**src/rtl/obi_pkg.sv**
```systemverilog
// OBI bus payload types shared by the external-bus guard and its neighbours.
//   obi_req_t  : req, we, be, addr, wdata   (master -> slave)
//   obi_resp_t : gnt, rvalid, rdata         (slave -> master)
package obi_pkg;

  localparam int unsigned OBI_AW  = 32;
  localparam int unsigned OBI_DW  = 32;
  localparam int unsigned OBI_BEW = OBI_DW / 8;

  typedef struct packed {
    logic              req;
    logic              we;
    logic [OBI_BEW-1:0] be;
    logic [OBI_AW-1:0]  addr;
    logic [OBI_DW-1:0]  wdata;
  } obi_req_t;

  typedef struct packed {
    logic              gnt;
    logic              rvalid;
    logic [OBI_DW-1:0] rdata;
  } obi_resp_t;

endpackage

```
**src/rtl/gr_heep_ext_slave_guard.sv**
```systemverilog
// Per-port OBI guard between an external-bus slave port and its peripheral.
// Passes requests/responses through combinationally, caps the number of
// transactions in flight (pending + orphaned) and runs a watchdog on the
// oldest pending transaction. On expiry it answers the master with an error
// response and later swallows the slave's late response.
//
// Ports:
//   clk_i, rst_ni   clock, asynchronous active-low reset
//   master_req_i    request from the crossbar slave port
//   master_resp_o   response to the crossbar (gnt gated, rvalid forwarded or synthesized)
//   slave_req_o     request to the peripheral (req gated by the outstanding limit)
//   slave_resp_i    response from the peripheral
//   clear_i         clears timeout_o / timeout_addr_o at the next edge
//   timeout_o       sticky: at least one timeout since reset or clear
//   timeout_addr_o  address of the first timed-out transaction since reset or clear
module gr_heep_ext_slave_guard #(
  parameter int unsigned MAX_OUTSTANDING = 2,
  parameter int unsigned TIMEOUT_CYCLES  = 1024,
  parameter logic [31:0] ERR_RDATA       = 32'hBADCAB1E
) (
  input  logic               clk_i,
  input  logic               rst_ni,
  input  obi_pkg::obi_req_t  master_req_i,
  output obi_pkg::obi_resp_t master_resp_o,
  output obi_pkg::obi_req_t  slave_req_o,
  input  obi_pkg::obi_resp_t slave_resp_i,
  input  logic               clear_i,
  output logic               timeout_o,
  output logic [31:0]        timeout_addr_o
);

  localparam int unsigned AW    = obi_pkg::OBI_AW;
  localparam int unsigned CNT_W = $clog2(MAX_OUTSTANDING + 1);
  localparam int unsigned SUM_W = CNT_W + 1;
  localparam int unsigned PTR_W = (MAX_OUTSTANDING > 1) ? $clog2(MAX_OUTSTANDING) : 1;
  localparam int unsigned TMR_W = $clog2(TIMEOUT_CYCLES);

  logic [CNT_W-1:0] pend_cnt_q, pend_cnt_d;
  logic [CNT_W-1:0] orph_cnt_q, orph_cnt_d;
  logic [TMR_W-1:0] timer_q, timer_d;
  logic [PTR_W-1:0] wr_ptr_q, wr_ptr_d;
  logic [PTR_W-1:0] rd_ptr_q, rd_ptr_d;
  logic             timeout_q, timeout_d;
  logic [AW-1:0]    timeout_addr_q, timeout_addr_d;
  logic [AW-1:0]    fifo_q [MAX_OUTSTANDING];

  logic          can_acc;
  logic          push;
  logic          has_pend;
  logic          has_orph;
  logic          drop_orph;
  logic          fwd;
  logic          tmo;
  logic          pop;
  logic [AW-1:0] head_addr;

  function automatic logic [PTR_W-1:0] ptr_inc(input logic [PTR_W-1:0] p);
    if (p == PTR_W'(MAX_OUTSTANDING - 1)) begin
      return '0;
    end
    return p + PTR_W'(1);
  endfunction

  // Event decode: acceptance, response routing and watchdog expiry.
  always_comb begin
    can_acc   = (SUM_W'(pend_cnt_q) + SUM_W'(orph_cnt_q)) < SUM_W'(MAX_OUTSTANDING);
    push      = master_req_i.req & slave_resp_i.gnt & can_acc;
    has_pend  = (pend_cnt_q != '0);
    has_orph  = (orph_cnt_q != '0);
    // In-order responses: an rvalid belongs to the oldest orphan first.
    drop_orph = slave_resp_i.rvalid & has_orph;
    fwd       = slave_resp_i.rvalid & ~has_orph & has_pend;
    // A real response for the head in its last budget cycle beats the error.
    tmo       = has_pend & (timer_q == TMR_W'(TIMEOUT_CYCLES - 1)) & ~fwd;
    pop       = fwd | tmo;
    head_addr = fifo_q[rd_ptr_q];
  end

  // Zero-latency request/response paths.
  always_comb begin
    slave_req_o          = master_req_i;
    slave_req_o.req      = master_req_i.req & can_acc;
    master_resp_o.gnt    = slave_resp_i.gnt & can_acc;
    master_resp_o.rvalid = pop;
    master_resp_o.rdata  = tmo ? ERR_RDATA : slave_resp_i.rdata;
  end

  // Next-state for counters, pointers, watchdog and sticky status.
  always_comb begin
    pend_cnt_d     = pend_cnt_q;
    orph_cnt_d     = orph_cnt_q;
    timer_d        = timer_q;
    wr_ptr_d       = wr_ptr_q;
    rd_ptr_d       = rd_ptr_q;
    timeout_d      = timeout_q;
    timeout_addr_d = timeout_addr_q;

    if (push && !pop) begin
      pend_cnt_d = pend_cnt_q + CNT_W'(1);
    end else if (pop && !push) begin
      pend_cnt_d = pend_cnt_q - CNT_W'(1);
    end

    if (tmo && !drop_orph) begin
      orph_cnt_d = orph_cnt_q + CNT_W'(1);
    end else if (drop_orph && !tmo) begin
      orph_cnt_d = orph_cnt_q - CNT_W'(1);
    end

    if (push) begin
      wr_ptr_d = ptr_inc(wr_ptr_q);
    end
    if (pop) begin
      rd_ptr_d = ptr_inc(rd_ptr_q);
    end

    // Budget restarts whenever a new transaction becomes head.
    if (pop || !has_pend) begin
      timer_d = '0;
    end else begin
      timer_d = timer_q + TMR_W'(1);
    end

    // A timeout coinciding with clear_i is recorded as the new first one.
    if (tmo) begin
      timeout_d = 1'b1;
      if (!timeout_q || clear_i) begin
        timeout_addr_d = head_addr;
      end
    end else if (clear_i) begin
      timeout_d      = 1'b0;
      timeout_addr_d = '0;
    end
  end

  // Control state.
  always_ff @(posedge clk_i or negedge rst_ni) begin
    if (!rst_ni) begin
      pend_cnt_q     <= '0;
      orph_cnt_q     <= '0;
      timer_q        <= '0;
      wr_ptr_q       <= '0;
      rd_ptr_q       <= '0;
      timeout_q      <= 1'b0;
      timeout_addr_q <= '0;
    end else begin
      pend_cnt_q     <= pend_cnt_d;
      orph_cnt_q     <= orph_cnt_d;
      timer_q        <= timer_d;
      wr_ptr_q       <= wr_ptr_d;
      rd_ptr_q       <= rd_ptr_d;
      timeout_q      <= timeout_d;
      timeout_addr_q <= timeout_addr_d;
    end
  end

  // Address storage; contents are only read when pend_cnt is non-zero.
  always_ff @(posedge clk_i) begin
    if (push) begin
      fifo_q[wr_ptr_q] <= master_req_i.addr;
    end
  end

  assign timeout_o      = timeout_q;
  assign timeout_addr_o = timeout_addr_q;

endmodule

```
**config.mk**
```make
export PLATFORM = sky130hd
export DESIGN_NAME = gr_heep_ext_slave_guard
export DESIGN_NICKNAME = d
export VERILOG_FILES = /design/src/rtl/obi_pkg.sv /design/src/rtl/gr_heep_ext_slave_guard.sv
export SDC_FILE = /design/constraint.sdc
export NUM_CORES = 1
export LEC_CHECK = 0
export BUFFER_PORTS_ARGS = -buffer_cell sky130_fd_sc_hd__buf_2
export CAP_MARGIN = 20
export CORE_MARGIN = 2
export CORE_UTILIZATION = 30
export CTS_BUF_LIST = sky130_fd_sc_hd__clkbuf_4 sky130_fd_sc_hd__clkbuf_8
export CTS_CLUSTER_SIZE = 40
export DETAILED_ROUTE_END_ITERATION = 8
export SLEW_MARGIN = 20
export SYNTH_ARGS = -nofsm -noshare
export SYNTH_HDL_FRONTEND = slang
export SYNTH_SLANG_ARGS = --single-unit
```
**constraint.sdc**
```tcl
create_clock -name clk_i -period 3.1 [get_ports clk_i]
set_input_delay 0.31 -clock clk_i [delete_from_list [all_inputs] [get_ports clk_i]]
set_output_delay 0.31 -clock clk_i [all_outputs]
set_load 0.05 [all_outputs]
```
After elaboration in Yosys (flattened, before gate mapping)
Memories as Yosys holds them, arrays and structs flattened.
Index checks and enable logic that the tools add are counted.
Cells by class
  add/sub/neg operators: 8
  $lt $le $gt $ge: 1
  equality and inequality tests: 2
  multiplexer cells: 21
  bitwise operators: 12
  reduce and logical (&&, ||, !) cells: 18
Operators by type and width (number)
  $mux W32: 4
  $mux W1: 12
  $add A10 B1 Y10 const B: 1
  $eq A10 B10 Y1 const B: 1
  $mux W10: 1
  $reduce_bool A2 Y1: 5
  $and A1 B1 Y1: 9
  $mux W2: 4
  $logic_not A1 Y1: 6
  $add A2 B1 Y2 const B: 2
  $logic_and A1 B1 Y1: 4
  $sub A2 B1 Y2 const B: 2
  $add A2 B2 Y3: 1
  $lt A3 B2 Y1 const B: 1
  $add A1 B1 Y1 const B: 2
  $logic_or A1 B1 Y1: 2
  $ne A2 B1 Y1 const B: 1
  $not A1 Y1: 2
  $reduce_and A2 Y1: 1
  $or A1 B1 Y1: 1
Word-level totals
  bits in registers: 49
  memory bits (writable): 64
  bits of input ports: 107
  output and inout port bits: 137
  word-level logic and storage cells: 70
  memories kept: 1
Memories
  fifo_q: depth 2, width 32, read ports 1, clocked after memory_dff 0, write ports 1, RTL line gr_heep_ext_slave_guard.sv:45  | logic [AW-1:0] fifo_q [MAX_OUTSTANDING];

Longest topological paths before layout
  depth after elaboration: 10
  depth in mapped cells: 9
  gate-level depth less buffers: 8

Worst setup path after synthesis
No wires, ideal clock.
  kind: reg2reg
  from: register orph_cnt_q[0]
  to: memory fifo_q[0][0] in the netlist's numbering (enable)
  library setup time: 0.425 ns
  arrival: 2.823 ns
  data required time: 2.675 ns
  slack: -0.148 ns
  stages on the path, launching flop included: 6
  buffers on the path: 0
  clock period less this slack: 3.248 ns
  cells stage by stage: dfrtp_1 and2_1 fa_1 nor2_1 and3_1 nor2b_1
Between the ends
  longest elaborated chain between the ends: 5
RTL lines
  from (decl): RTL line gr_heep_ext_slave_guard.sv:39  | logic [CNT_W-1:0] orph_cnt_q, orph_cnt_d;
  from (signal assigned): RTL line gr_heep_ext_slave_guard.sv:148  | orph_cnt_q <= orph_cnt_d;
  $add A2 B2 Y3: RTL line gr_heep_ext_slave_guard.sv:66  | can_acc = (SUM_W'(pend_cnt_q) + SUM_W'(orph_cnt_q)) < SUM_W'(MAX_OUTSTANDING);
  $lt A3 B2 Y1: RTL line gr_heep_ext_slave_guard.sv:66
  $and A1 B1 Y1: RTL line gr_heep_ext_slave_guard.sv:67  | push = master_req_i.req & slave_resp_i.gnt & can_acc;
  via push: RTL line gr_heep_ext_slave_guard.sv:48  | logic push;
  $mux W1: RTL line gr_heep_ext_slave_guard.sv:159  | if (push) begin
  $mux W1 (not written as such): RTL line gr_heep_ext_slave_guard.sv:160  | fifo_q[wr_ptr_q] <= master_req_i.addr;
  to (decl): RTL line gr_heep_ext_slave_guard.sv:45
The timed path passes the listed nets, and every way through them passes these cells.

==> summary.md <==
| Metric | Value |
|---|---|
| Status | completed |
| Final Setup Violations | 0 |
| Die width | between 100 and 150 um |
| H-tree depth | 4 |
| Critical path launch point type | flip-flop |
| Largest net degree at the start of global routing | 67 |
| Post-synthesis async set-or-reset flop share | 0.4336 |
| CP max-delay cell | or4_4 |
| Part of the power in registers | 0.485 |
| Die Ht | 137.8 um |
| Setup crit end kind | output pin |
| Via count | 3,415 |
| Fin. max-slew vios | 0 |
| Share of post-route cells with drive strength above 1 | 0.4338 |
| Startpoint of the worst hold path | master_req_i[47] |
| Clock power frac | 0.295 |
| Clk sinks | 113 |
| Final core occ | 0.3585 |
| Hold Vio Cnt, Final | 0 |
| Overall power | just over 4 mW |
| Synth unique cells | 37 |
| Synth Flop Type | edfxtp_1 |
| Hold WC Path Type | primary input to flip-flop |
| Tightest Pin Transition | 1072 ps |
| Clock-pin slew on the worst setup and hold paths | approximately 70 ps |
| Critical path depth in cells | 5 |
| First-pass GRT wire length | 19.38 mm |
| Worst EP required | 2790 ps |
| Post-detail-place hpwl | 9.182 mm |
| Leakage power | 2.938 nW |
| Relative slew slack | 0.2850 |
| Final wirelength | 13.01 mm |
| Top delay family on crit path | simple AND/OR/NAND/NOR gates |
| Most common library cells after synthesis | 70 x buf_4, 64 x edfxtp_1, 49 x dfrtp_1 |
| Initial antenna violation count | 1 |
| Reg2reg path depth | 6 |
| Post-Synthesis Cell Area | between 5000 and 6000 sq um |
| Reg2reg start | pend_cnt_q[0]$_DFFE_PN0P_ |
| Setup TNS | 0 ps |
| Worst reg2reg endpoint | fifo_q[0][10]$_DFFE_PP_ |
| Final Skew | 15.94 ps |
| Worst Setup SP | timer_q[0]$_DFF_PN0_ |
| Root buf cell | clkbuf_8 |
| Initial Utilization | 0.3085 |
| Sequential share of the synthesized area | 0.5858 |
| Synthesized flop and latch total | 113 |
| Top cells by area, synth | edfxtp_1 36%, dfrtp_1 23%, buf_4 9.8% |
| CP arrival | between 2000 and 3000 ps |
| FMAX | ~340 MHz |
| Port bufs | 169 |
| Count leader, synth | buf_4 |
| Finished Cell Area | 6245 sq um |
| Comb power frac | 0.220 |
| NetSw | 1.373 mW |
| Worst-path maximum fanout | 66 |
| Row cnt | 48 |
| DR vias/cell | around 4.4 |
| Placed instance area | 5878 sq um |
| Final period utilization | 0.9387 |
| Vias in the first global route | between 3,000 and 4,000 |
| P_int | about 2.8 mW |
| Pre-CTS setup slack | 619.1 ps |
| Crit-path max cell delay | 830 ps |
| Crit path time final | 2910 ps |
| Setup ws final | around 190 ps |
| Avg Inst Size Synth | 12.53 sq um |
| Cell Chain, Critical Path | ha_1 > nand4_2 > or4_4 > or2b_1 > buf_2 |
| Post_cts resized | 0 |
| Crit path buf inv count | 1 |
| Hold_ws | 87.20 ps |
| Worst-case clock buffer depth | 2 |
| Worst Setup EP | master_resp_o[27] |
| Initial DRC Count | 113 |
| Nets | 642 |
| Die footprint | 19,000 sq um |
| Reg2Reg Setup Slack | 670 ps |
| Area growth, synth to finish | 16.20% |
| CTS Buf Count | 17 |
| Post-synth EDFFs | 64 |
| Synth Net Count | 540 |
| ANT nets after route | 0 |
| Yosys warns | 0 |
| Switching Share | 0.3313 |
| Total grt overflow | 0 |
| Crit Path Class | flip-flop to output pin |
| Post-synth top area share | 0.3576 |
| Cell Pwr Density | about 660 nW/um^2 |
| DR DRC count | 0 |
| Placed Cells | 736 |
| VDD IR-drop max | 406.1 uV |
| RSZ-0062 raised after global routing | false |
| Total GRT Usage | 0.1410 |
| Top-level port count | roughly 240 |
| Routed length per instance | 16.89 um |
| Non-filler cells, final | 770 |
| TritonCTS clock tree | built |
| Synth Instances | 429 |
| Max cap viols | 0 |
| Filler cell count | 1,723 |
| Routability congestion estimate | ~0.83 |
| Clock latency at the later pin of the worst-skew pair | ~420 ps |
| DR pass1 iterations | 5 |
| Core ar. | 17,420 sq um |
| Area leader, netlist | edfxtp_1 |
[sequential cells by signal, indices dropped and copies added (netlist names)]
register,cells
timer_q,10
rd_ptr_q,1
fifo_q,64
orph_cnt_q,2
wr_ptr_q,1
timeout_addr_o,32
timeout_o,1
pend_cnt_q,2
[layout by cell type, fill, tap and decap left out, types with 2 or more instances in the layout]
cell type	count
buf_2	169
clkbuf_8	17
dfrtp_1	48
and2b_1	6
clkinvlp_4	4
clkinv_2	6
xnor2_1	6
and2b_2	25
nand2b_1	15
xor2_1	10
nand4_1	2
nand3_1	3
o21ai_1	30
or2b_1	4
buf_4	4
edfxtp_1	64
and3_1	2
nor2_1	15
inv_1	4
nor2b_1	3
o21ai_0	36
clkinv_4	2
and2_1	16
mux2i_1	32
ha_1	3
[worst min path at each step]
stage	to	slack [ps]	cells after the start
3_5_place_dp	timeout_addr_o[27]$_DFFE_PN0P_	400	1
2_1_floorplan	orph_cnt_q[0]$_DFFE_PN0P_	10	0
6_report	fifo_q[0][15]$_DFFE_PP_	90	1
4_1_cts	fifo_q[1][16]$_DFFE_PP_	50	1
5_1_grt	fifo_q[0][5]$_DFFE_PP_	50	1
3_3_place_gp	timeout_addr_o[27]$_DFFE_PN0P_	370	1
[cells by family after synthesis]
group / Yosys count / share of synthesized area
AOI/OAI and AO/OA: 69 / 0.06612
xor gates and xnor gates: 16 / 0.02608
adders and majority gates: 4 / 0.01071
buffers and inverters: 95 / 0.1262
DFF: 113 / 0.5858
muxes: 32 / 0.05960
and+or+nand+nor: 100 / 0.1255
[what timing repair did]
| item | in CTS | in global routing |
|---|---|---|
| endpoints found under the hold margin | 28 | 0 |
| hold buffers | 1 | 0 |
| buffers inserted | 0 | 0 |
[power by group through the flow]
| stage | Sequential (mW) | Combinational [mW] | Clock (mW) |
|---|---|---|---|
| global placement | 2.03 | 0.901 | 0 |
| detailed placement | 2.05 | 0.927 | 0 |
| global route | 2.04 | 1.00 | 1.33 |
| CTS | 2.02 | 0.932 | 1.27 |
| floorplan | 1.90 | 0.968 | 0 |
| finish | 2.01 | 0.911 | 1.22 |
[worst reg2reg max path, delay by kind of cell (launching register included)]
family                     cells  cell delay (ps)
DFF                            1              450
buffers and inverters          1              410
adders and majority gates      1              440
and+or+nand+nor                4              730
[layout make-up]
cell class,count,area [sq um],area share
multi-input cells,221,1556,0.2492
clock inverters,15,120.1,0.01923
well taps,225,281.5,0.04508
repair buffers,174,885.9,0.1419
inverters,4,15.01,0.002404
flip-flops and latches,113,3149,0.5043
diodes,1,2.502,0.0004007
clock buffers,17,234.0,0.03747
[per-layer routing]
layer,vias to the layer above,track usage,routed length [um]
li1,1612,-,-
met1,1635,0.1532,4853
met2,118,0.2461,6869
met3,50,0.03164,735
met4,0,0.09184,550
met5,-,0,0
Power figures use the tool's default switching activity.
